<file path="src/rtl/hello_scroll_ctrl_if.sv">
// Control/status bundle between the HELLO scroll sequencer and its board-side logic.
// The sequencer takes the slave view; switch/button logic and display decoders take the master view.
interface hello_scroll_ctrl_if #(
  parameter int NumDisp = 6
);
  logic                   Run;
  logic                   StepBtn;
  logic                   Dir;
  logic [2:0]             Pos;
  logic                   Tick;
  logic                   Wrap;
  logic [1:0]             State;
  logic [3*NumDisp-1:0]   Codes;

  modport master (
    output Run, StepBtn, Dir,
    input  Pos, Tick, Wrap, State, Codes
  );

  modport slave (
    input  Run, StepBtn, Dir,
    output Pos, Tick, Wrap, State, Codes
  );
endinterface

</file>
<file path="src/rtl/hello_scroll_ctrl.sv">
// HELLO scroll sequencer: prescales clk into scroll steps, owns the 0..7 position,
// and produces per-display character codes for the seven-segment decoders.
//
//   state | meaning
//   ------+-------------------------------------------------------------
//   IDLE  | after reset; prescaler held at 0, waits for Run or a step
//   RUN   | free-running; prescaler counts, Pos advances at terminal count
//   PAUSE | Pos and prescaler frozen; button steps advance one position
module hello_scroll_ctrl #(
  parameter int TickDiv = 25_000_000,
  parameter int MsgLen  = 8,
  parameter int NumDisp = 6
) (
  input  logic               Clock,
  input  logic               Clr_n,
  hello_scroll_ctrl_if.slave bus
);

  localparam int POS_W = $clog2(MsgLen);
  localparam int PW    = $clog2(TickDiv);
  localparam logic [PW-1:0] PRESC_MAX = PW'(TickDiv - 1);

  typedef enum logic [1:0] {
    IDLE  = 2'b00,
    RUN   = 2'b01,
    PAUSE = 2'b10
  } state_t;

  state_t             state_q, state_d;
  logic [PW-1:0]      presc_q, presc_d;
  logic [POS_W-1:0]   pos_q, pos_d;
  logic               tick_q, wrap_q;
  logic               wrap_d;
  logic               step_q;
  logic               step_req;
  logic               advance;
  logic [3*NumDisp-1:0] codes;

  assign step_req = bus.StepBtn & ~step_q;

  always_ff @(posedge Clock or negedge Clr_n) begin
    if (!Clr_n) begin
      state_q <= IDLE;
      presc_q <= '0;
      pos_q   <= '0;
      tick_q  <= 1'b0;
      wrap_q  <= 1'b0;
      step_q  <= 1'b0;
    end else begin
      state_q <= state_d;
      presc_q <= presc_d;
      pos_q   <= pos_d;
      tick_q  <= advance;
      wrap_q  <= wrap_d;
      step_q  <= bus.StepBtn;
    end
  end

  always_comb begin
    state_d = state_q;
    presc_d = presc_q;
    advance = 1'b0;
    case (state_q)
      IDLE: begin
        presc_d = '0;
        if (bus.Run) begin
          state_d = RUN;
        end else if (step_req) begin
          advance = 1'b1;
          state_d = PAUSE;
        end
      end
      RUN: begin
        // Dropping Run freezes the count, even at terminal count.
        if (!bus.Run) begin
          state_d = PAUSE;
        end else if (presc_q == PRESC_MAX) begin
          presc_d = '0;
          advance = 1'b1;
        end else begin
          presc_d = presc_q + 1'b1;
        end
      end
      PAUSE: begin
        if (bus.Run) begin
          state_d = RUN;
        end else if (step_req) begin
          advance = 1'b1;
          presc_d = '0;
        end
      end
      default: begin
        state_d = IDLE;
        presc_d = '0;
      end
    endcase
  end

  always_comb begin
    pos_d  = pos_q;
    wrap_d = 1'b0;
    if (advance) begin
      if (bus.Dir) begin
        pos_d  = pos_q - 1'b1;
        wrap_d = (pos_q == '0);
      end else begin
        pos_d  = pos_q + 1'b1;
        wrap_d = (pos_q == '1);
      end
    end
  end

  function automatic logic [2:0] char_code(input logic [POS_W-1:0] idx);
    case (idx)
      POS_W'(0): char_code = 3'd0;
      POS_W'(1): char_code = 3'd1;
      POS_W'(2): char_code = 3'd2;
      POS_W'(3): char_code = 3'd2;
      POS_W'(4): char_code = 3'd3;
      default:   char_code = 3'd7;
    endcase
  endfunction

  // Display k (k=NumDisp-1 leftmost) shows message index Pos + (NumDisp-1-k).
  always_comb begin
    codes = '0;
    for (int k = 0; k < NumDisp; k++) begin
      codes[3*k +: 3] = char_code(pos_q + POS_W'(NumDisp - 1 - k));
    end
  end

  assign bus.Pos   = pos_q;
  assign bus.Tick  = tick_q;
  assign bus.Wrap  = wrap_q;
  assign bus.State = state_q;
  assign bus.Codes = codes;

endmodule
</file>
<file path="src/flat_wrapper.sv">
// flat-port wrapper written by rule: the top's interface ports become plain ports
module hello_scroll_ctrl_flat 
#(
  parameter int TickDiv = 25_000_000,
  parameter int MsgLen  = 8,
  parameter int NumDisp = 6
)
  (Clock, Clr_n, bus_Run, bus_StepBtn, bus_Dir, bus_Pos, bus_Tick, bus_Wrap, bus_State, bus_Codes);
  hello_scroll_ctrl_if #(.NumDisp(NumDisp)) bus_i ();
  input  logic Clock;
  input  logic Clr_n;
  input wire logic [$bits(bus_i.Run)-1:0] bus_Run;
  input wire logic [$bits(bus_i.StepBtn)-1:0] bus_StepBtn;
  input wire logic [$bits(bus_i.Dir)-1:0] bus_Dir;
  output wire logic [$bits(bus_i.Pos)-1:0] bus_Pos;
  output wire logic [$bits(bus_i.Tick)-1:0] bus_Tick;
  output wire logic [$bits(bus_i.Wrap)-1:0] bus_Wrap;
  output wire logic [$bits(bus_i.State)-1:0] bus_State;
  output wire logic [$bits(bus_i.Codes)-1:0] bus_Codes;
  assign bus_i.Run = bus_Run;
  assign bus_i.StepBtn = bus_StepBtn;
  assign bus_i.Dir = bus_Dir;
  assign bus_Pos = bus_i.Pos;
  assign bus_Tick = bus_i.Tick;
  assign bus_Wrap = bus_i.Wrap;
  assign bus_State = bus_i.State;
  assign bus_Codes = bus_i.Codes;
  hello_scroll_ctrl #(.TickDiv(TickDiv), .MsgLen(MsgLen), .NumDisp(NumDisp)) u_core (.Clock(Clock), .Clr_n(Clr_n), .bus(bus_i));
endmodule
</file>
<file path="config.mk">
export PLATFORM = sky130hd
export DESIGN_NAME = hello_scroll_ctrl_flat
export DESIGN_NICKNAME = d
export VERILOG_FILES = /design/src/rtl/hello_scroll_ctrl_if.sv /design/src/rtl/hello_scroll_ctrl.sv /design/src/flat_wrapper.sv
export SDC_FILE = /design/constraint.sdc
export NUM_CORES = 1
export LEC_CHECK = 0
export ABC_AREA = 1
export BUFFER_PORTS_ARGS = -buffer_cell sky130_fd_sc_hd__buf_4
export CAP_MARGIN = 40
export CORE_MARGIN = 5
export CORE_UTILIZATION = 50
export DETAILED_ROUTE_END_ITERATION = 10
export PLACE_DENSITY = 0.75
export SLEW_MARGIN = 5
export SYNTH_ARGS = -nofsm -noshare
export SYNTH_HDL_FRONTEND = slang
export SYNTH_SLANG_ARGS = --single-unit
</file>
<file path="constraint.sdc">
create_clock -name Clock -period 4.78 [get_ports Clock]
set_clock_uncertainty 0.15 [all_clocks]
set_input_delay 0.239 -clock Clock [delete_from_list [all_inputs] [get_ports Clock]]
set_output_delay 0.239 -clock Clock [all_outputs]
set_load 0.05 [all_outputs]
</file>
# Yosys cells after proc, flatten, opt, wreduce, memory -nomap -nowiden

Cells that the tools add are included.

Memory bits (writable): 0
Output and inout bits: 25
Register bits after elaboration: 33
Logic and storage cells: 89
Memory bits (read-only): 0
Latch bits: 0
Memories: 0
Input port bits: 5

Reduce and logical (&&, ||, !) cells: 16
Muxes and demuxes: 24
Divide/modulo/power cells: 0
Bitwise operators: 2
Add/sub/neg operators: 7
Magnitude comparators: 0
Shifts and indexed selects: 0
Multiply operators: 0
Eq/ne operators: 34

Operators by type and width:

| kind                                                   | number |
|---|---|
| two-way mux 25 bit                                     | 4 |
| one-hot mux 3 bit (4 select lines)                     | 6 |
| one-hot mux 25 bit (2 select lines)                    | 1 |
| == test 3 x 2 -> 1 bit (second input constant)         | 12 |
| adder 25 x 1 -> 25 bit (second input constant)         | 1 |
| == test 25 bit (second input constant)                 | 1 |
| == test 3 bit (second input constant)                  | 7 |
| == test 3 x 1 -> 1 bit (second input constant)         | 6 |
| zero test 3 bit                                        | 6 |
| OR reduction 2 bit                                     | 7 |
| two-way mux 2 bit                                      | 4 |
| inequality test 2 bit (second input constant)          | 4 |
| adder 3 x 2 -> 3 bit (second input constant)           | 2 |
| adder 3 bit (second input constant)                    | 2 |
| two-way mux 1 bit                                      | 6 |
| one-hot mux 2 bit (3 select lines)                     | 1 |
| AND reduction 3 bit                                    | 2 |
| adder 3 x 1 -> 3 bit (second input constant)           | 1 |
| two-way mux 3 bit                                      | 1 |
| inequality test 3 x 2 -> 1 bit (second input constant) | 1 |
| subtractor 3 x 1 -> 3 bit (second input constant)      | 1 |
| == test 2 x 1 -> 1 bit (second input constant)         | 1 |
| == test 2 bit (second input constant)                  | 1 |
| zero test 2 bit                                        | 1 |
| other kinds (4)                                        | 4 |

# Longest topological paths before layout

Word-level depth: 6
Depth in mapped cells: 11
Gate-level depth less buffers: 10

# Least setup slack after synthesis

Ideal clock, no wire load.

Path type: register to output
Start: register u_core.pos_q[0] (netlist: u_core.bus.Pos[0])
End: output bus_Codes[8]
Cell stages (with the launch flop): 5
Setup slack: 1942 ps
Arrival: 2449 ps
Buffers on the path: 0
Data required time: 4391 ps
Cells stage by stage: dfrtp_1 inv_1 ha_1 xor2_1 o21ai_0

Word-level cells in the longest chain between the ends: 4
Elaborated cells between the ends (all ways): 8
Classes of those cells: add/sub (1); eq/ne (4); mux (1); reduce/logical (2)

Ends and longest elaborated chain:

| item                                 | line                     | source |
|---|---|---|
| start, declared                      | hello_scroll_ctrl.sv:31  | `logic [POS_W-1:0] pos_q, pos_d;` |
| start signal, assigned               | hello_scroll_ctrl.sv:52  | `pos_q <= pos_d;` |
| adder 3 x 2 -> 3 bit *               | hello_scroll_ctrl.sv:128 | `codes[3*k +: 3] = char_code(pos_q + POS_W'(NumDisp - 1 - k));` |
| == test 3 x 2 -> 1 bit               | hello_scroll_ctrl.sv:114 | `case (idx)` |
| OR reduction 2 bit (no source line)  | n/a                      |  |
| one-hot mux 3 bit (4 select lines) * | hello_scroll_ctrl.sv:114 |  |
| end, declared                        | flat_wrapper.sv:19       | `output wire logic [$bits(bus_i.Codes)-1:0] bus_Codes;` |

Every way passes the cells marked *; elsewhere a longest branch is shown, timed or not.

# Worst setup path after layout

Start: register u_core.pos_q[0] (netlist: u_core.bus.Pos[0])
End: output bus_Codes[12]

Word-level cells in the longest chain between the ends: 4
Elaborated cells between the ends (all ways): 8
Classes of those cells: add/sub (1); eq/ne (4); mux (1); reduce/logical (2)

Ends and longest elaborated chain:

| item                                 | line |
|---|---|
| adder 3 x 1 -> 3 bit *               | hello_scroll_ctrl.sv:128 |
| == test 3 x 2 -> 1 bit               | hello_scroll_ctrl.sv:114 |
| OR reduction 2 bit (no source line)  | n/a |
| one-hot mux 3 bit (4 select lines) * | hello_scroll_ctrl.sv:114 |

Marked as above.

==> flow_metrics.env <==
export IMPL_register_area_um2=826
export IMPL_die_area_um2=6440
export IMPL_drive_gt1_share_pct=14.6
export IMPL_powerDensity_nw_per_um2=563
export IMPL_p_leak_uw=0.00132
export IMPL_vdd_drop_max_v=0.000490
export IMPL_synth_cell_type_count=31
export IMPL_detail_route_antenna_nets=0
export IMPL_place_hpwl_um=4230
export IMPL_final_max_slew_viol_count=0
export IMPL_dr_pass1_iters=4
export IMPL_yosysTopAreaCell="dfrtp_1"
export IMPL_synthAdderAreaFrac_pct=6.59
export IMPL_antenna_found_initial=0
export IMPL_synth_top_family_by_area="simple AND/OR/NAND/NOR gates"
export IMPL_period_minus_slack_ps=2510
export IMPL_r2r_end="u_core.presc_q[5]"
export IMPL_vias_per_cell=4.97
export IMPL_maxCapViolations=0
export IMPL_met3_wirelength_um=272
export IMPL_avgSynthCellArea_um2=6.80
export IMPL_drc=0
export IMPL_hold_violations=0
export IMPL_fin_crit_sh_pct=52.5
export IMPL_synth_fp_nets=381
export IMPL_synth_xor_area_share_pct=3.55
export IMPL_seq_area_frac_synth_pct=33.5
export IMPL_initial_core_util_pct=51.9
export IMPL_rrSetupSlack_ps=2900
export IMPL_rows=25
export IMPL_cts_sinks=33
export IMPL_synth_cells=363
export IMPL_muxShareOfSynthArea_pct=0
export IMPL_top_level_ports=30
export IMPL_worst_path_buf_inv=2
export IMPL_nets=414
export IMPL_tritoncts="yes"
export IMPL_met2_length_um=2730
export IMPL_min_from="bus_Run"
export IMPL_finalWeightedCongestion=0.858
export IMPL_clockBufferDepth=2
export IMPL_status="completed"
export IMPL_synth_compound_area_share_pct=5.88
export IMPL_cts_root_buf="clkbuf_8"
export IMPL_crit_type="flop to output pin"
export IMPL_hold_path_endpoint="u_core.bus.State[0]"
export IMPL_crit_chain="ha_1 -> ha_1 -> inv_1 -> o21bai_1 -> o221ai_1 -> buf_4"
export IMPL_critPathMaxFanout=7
export IMPL_insertion_delay_ps=290
export IMPL_min_path_cells=3
export IMPL_synth_area_leaders="dfrtp_1 (33%), nand2_1 (17%), nor2_1 (8.7%)"
export IMPL_cp_start_kind="flop"
export IMPL_post_cts_setup_buffer_count=0
export IMPL_syn_area_um2=2470
export IMPL_cp_arrival_ps=2120
export IMPL_multi_input_comb_area_um2=1410
export IMPL_wl_met1_um=2680
export IMPL_rr_worst_depth=10
export IMPL_grt_pass1_wl_um=9910
export IMPL_yosysTopAreaCellShare_pct=33.5
export IMPL_io_buffers=29
export IMPL_die_y_um=80.2
export IMPL_final_setup_tns_ps=0
export IMPL_timing_rr_start="u_core.presc_q[1]"
export IMPL_yosys_warnings=0
export IMPL_antenna_cells=0
export IMPL_hp_class="input port to flop"
export IMPL_cp_slowest_stage_delay_ps=460
export IMPL_grt_usage_pct=19.4
export IMPL_rsz0062_at_grt="false"
export IMPL_setup_viol=0
export IMPL_fp_coreArea_um2=4750
export IMPL_ys_ff_latch=33
export IMPL_dieWidth_um=80.2
export IMPL_clk_pin_slew_ps=70
export IMPL_cp_data_required_time_ps=4390
export IMPL_cp_depth=6
export IMPL_syn2layout_area_growth_pct=14.6
export IMPL_drtIter0Drc=235
export IMPL_grt_overflow=0
export IMPL_dr_max_layer_used="met4"
export IMPL_grt_start_max_net_pins=34
export IMPL_p_total_uw=1590
export IMPL_cts_inserted_buffers=5
export IMPL_n_fill_cell=460
export IMPL_max_slew_margin_pct=60.8
export IMPL_fmax_mhz=399
export IMPL_wl_um=5750
export IMPL_crit_path_end_kind="output pin"
export IMPL_worst_path_max_delay_cell="dfrtp_1"
export IMPL_cts_htree_levels=2
export IMPL_synth_simple_gate_area_share_pct=41.1
export IMPL_worst_pin_slew_ps=587
export IMPL_critPathMostFrequentCell="ha_1"
export IMPL_grt_pass1_vias=2128
export IMPL_path_delay_family="adder cells"
export IMPL_whs_ps=93.8
export IMPL_dr_total_vias=2305
export IMPL_routedWlPerCell_um=12.4
worst reg2reg max path: stages, from the launching register on:
cell	delay (ps)
dfrtp_1	400
ha_1	260
nand3_2	160
clkinv_2	90
nand2_1	60
nor2_2	170
nand2_2	90
nand2_2	80
nand2_4	100
clkinv_4	160
nor2_1	70
state kept, by name (all words and copies together) (netlist names):
| register | cells |
|---|---|
| u_core.presc_q | 25 |
| u_core.bus.Pos | 3 |
| u_core.bus.State | 2 |
| u_core.bus.Tick | 1 |
| u_core.bus.Wrap | 1 |
| u_core.step_q | 1 |
logic make-up after synthesis:
family	count (synthesis)
AOI/OAI and AO/OA	23
buffers and inverters	52
xor gates and xnor gates	10
adders and majority gates	13
and+or+nand+nor	232
DFF	33
metal layers:
metal,track usage [%],vias up
met2,31.8,48
met3,3.25,8
met4,5.41,0
met1,26.4,1044
li1,-,1205
met5,0,-
power breakdown:
part	leakage (µW)	switching, µW	internal (µW)
Combinational	0.000828	770	289
Clock	0.0000439	111	101
Sequential	0.000450	27.7	294
Total	0.00132	908	683
cell type report:
| cell class | count | share of cell area, % |
|---|---|---|
| Clock buffer | 5 | 2.43 |
| Clock inverter | 3 | 0.620 |
| Inverter | 47 | 6.46 |
| Multi-Input combinational cell | 278 | 49.9 |
| Sequential cell | 33 | 29.2 |
| Tap cell | 67 | 2.97 |
| Timing Repair Buffer | 31 | 8.41 |
synth_stat cells (all sizes together):
cell	n
o21bai	3
nand3b	5
clkbuf	1
buf	4
o221ai	2
inv	45
clkinv	2
a21boi	1
nand3	28
nor3	4
dfrtp	33
xor2	6
xnor2	4
a31oi	1
ha	13
o21ai	10
nand4	11
a21oi	6
nand2	118
nor2	66
how the worst max path moves through the flow:
| stage | start | end | slack, ps |
|---|---|---|---|
| 4_1_cts | u_core.bus.Pos[0] | bus_Codes[12] | 2270 |
| 2_1_floorplan | u_core.bus.Pos[0] | bus_Codes[8] | 1940 |
| 3_5_place_dp | u_core.bus.Pos[0] | bus_Codes[12] | 2590 |
| 5_1_grt | u_core.bus.Pos[2] | bus_Codes[12] | 2100 |
| 3_3_place_gp | u_core.bus.Pos[0] | bus_Codes[12] | 2670 |
| 6_report | u_core.bus.Pos[0] | bus_Codes[12] | 2270 |
through the flow:
stage | cell area [µm²] | instances | setup WS, ps | util, %
after global routing | 2830 | 464 | 2100 | 59.4
after global placement | 2720 | 454 | 2670 | 57.2
final | 2830 | 464 | 2270 | 59.4
after detailed placement | 2720 | 454 | 2590 | 57.2
after floorplan | 2470 | 363 | 1940 | -
after CTS | 2830 | 464 | 2270 | 59.4
layout by cell type (no fill, tap or decap), drive strengths merged, types with 5 or more instances in the layout:
cell      n
nand3    28
o21ai    10
nand4    11
nand2   118
a21oi     6
nand3b    5
clkbuf    5
ha       13
xor2      6
nor2     66
buf      29
inv      45
dfrtp    33
timing repair:
action                                 in CTS  in global routing
hold buffers                                2                  0
resized for setup                           0                  0
endpoints found under the hold margin      34                  0
Power figures use the tool's default switching activity.
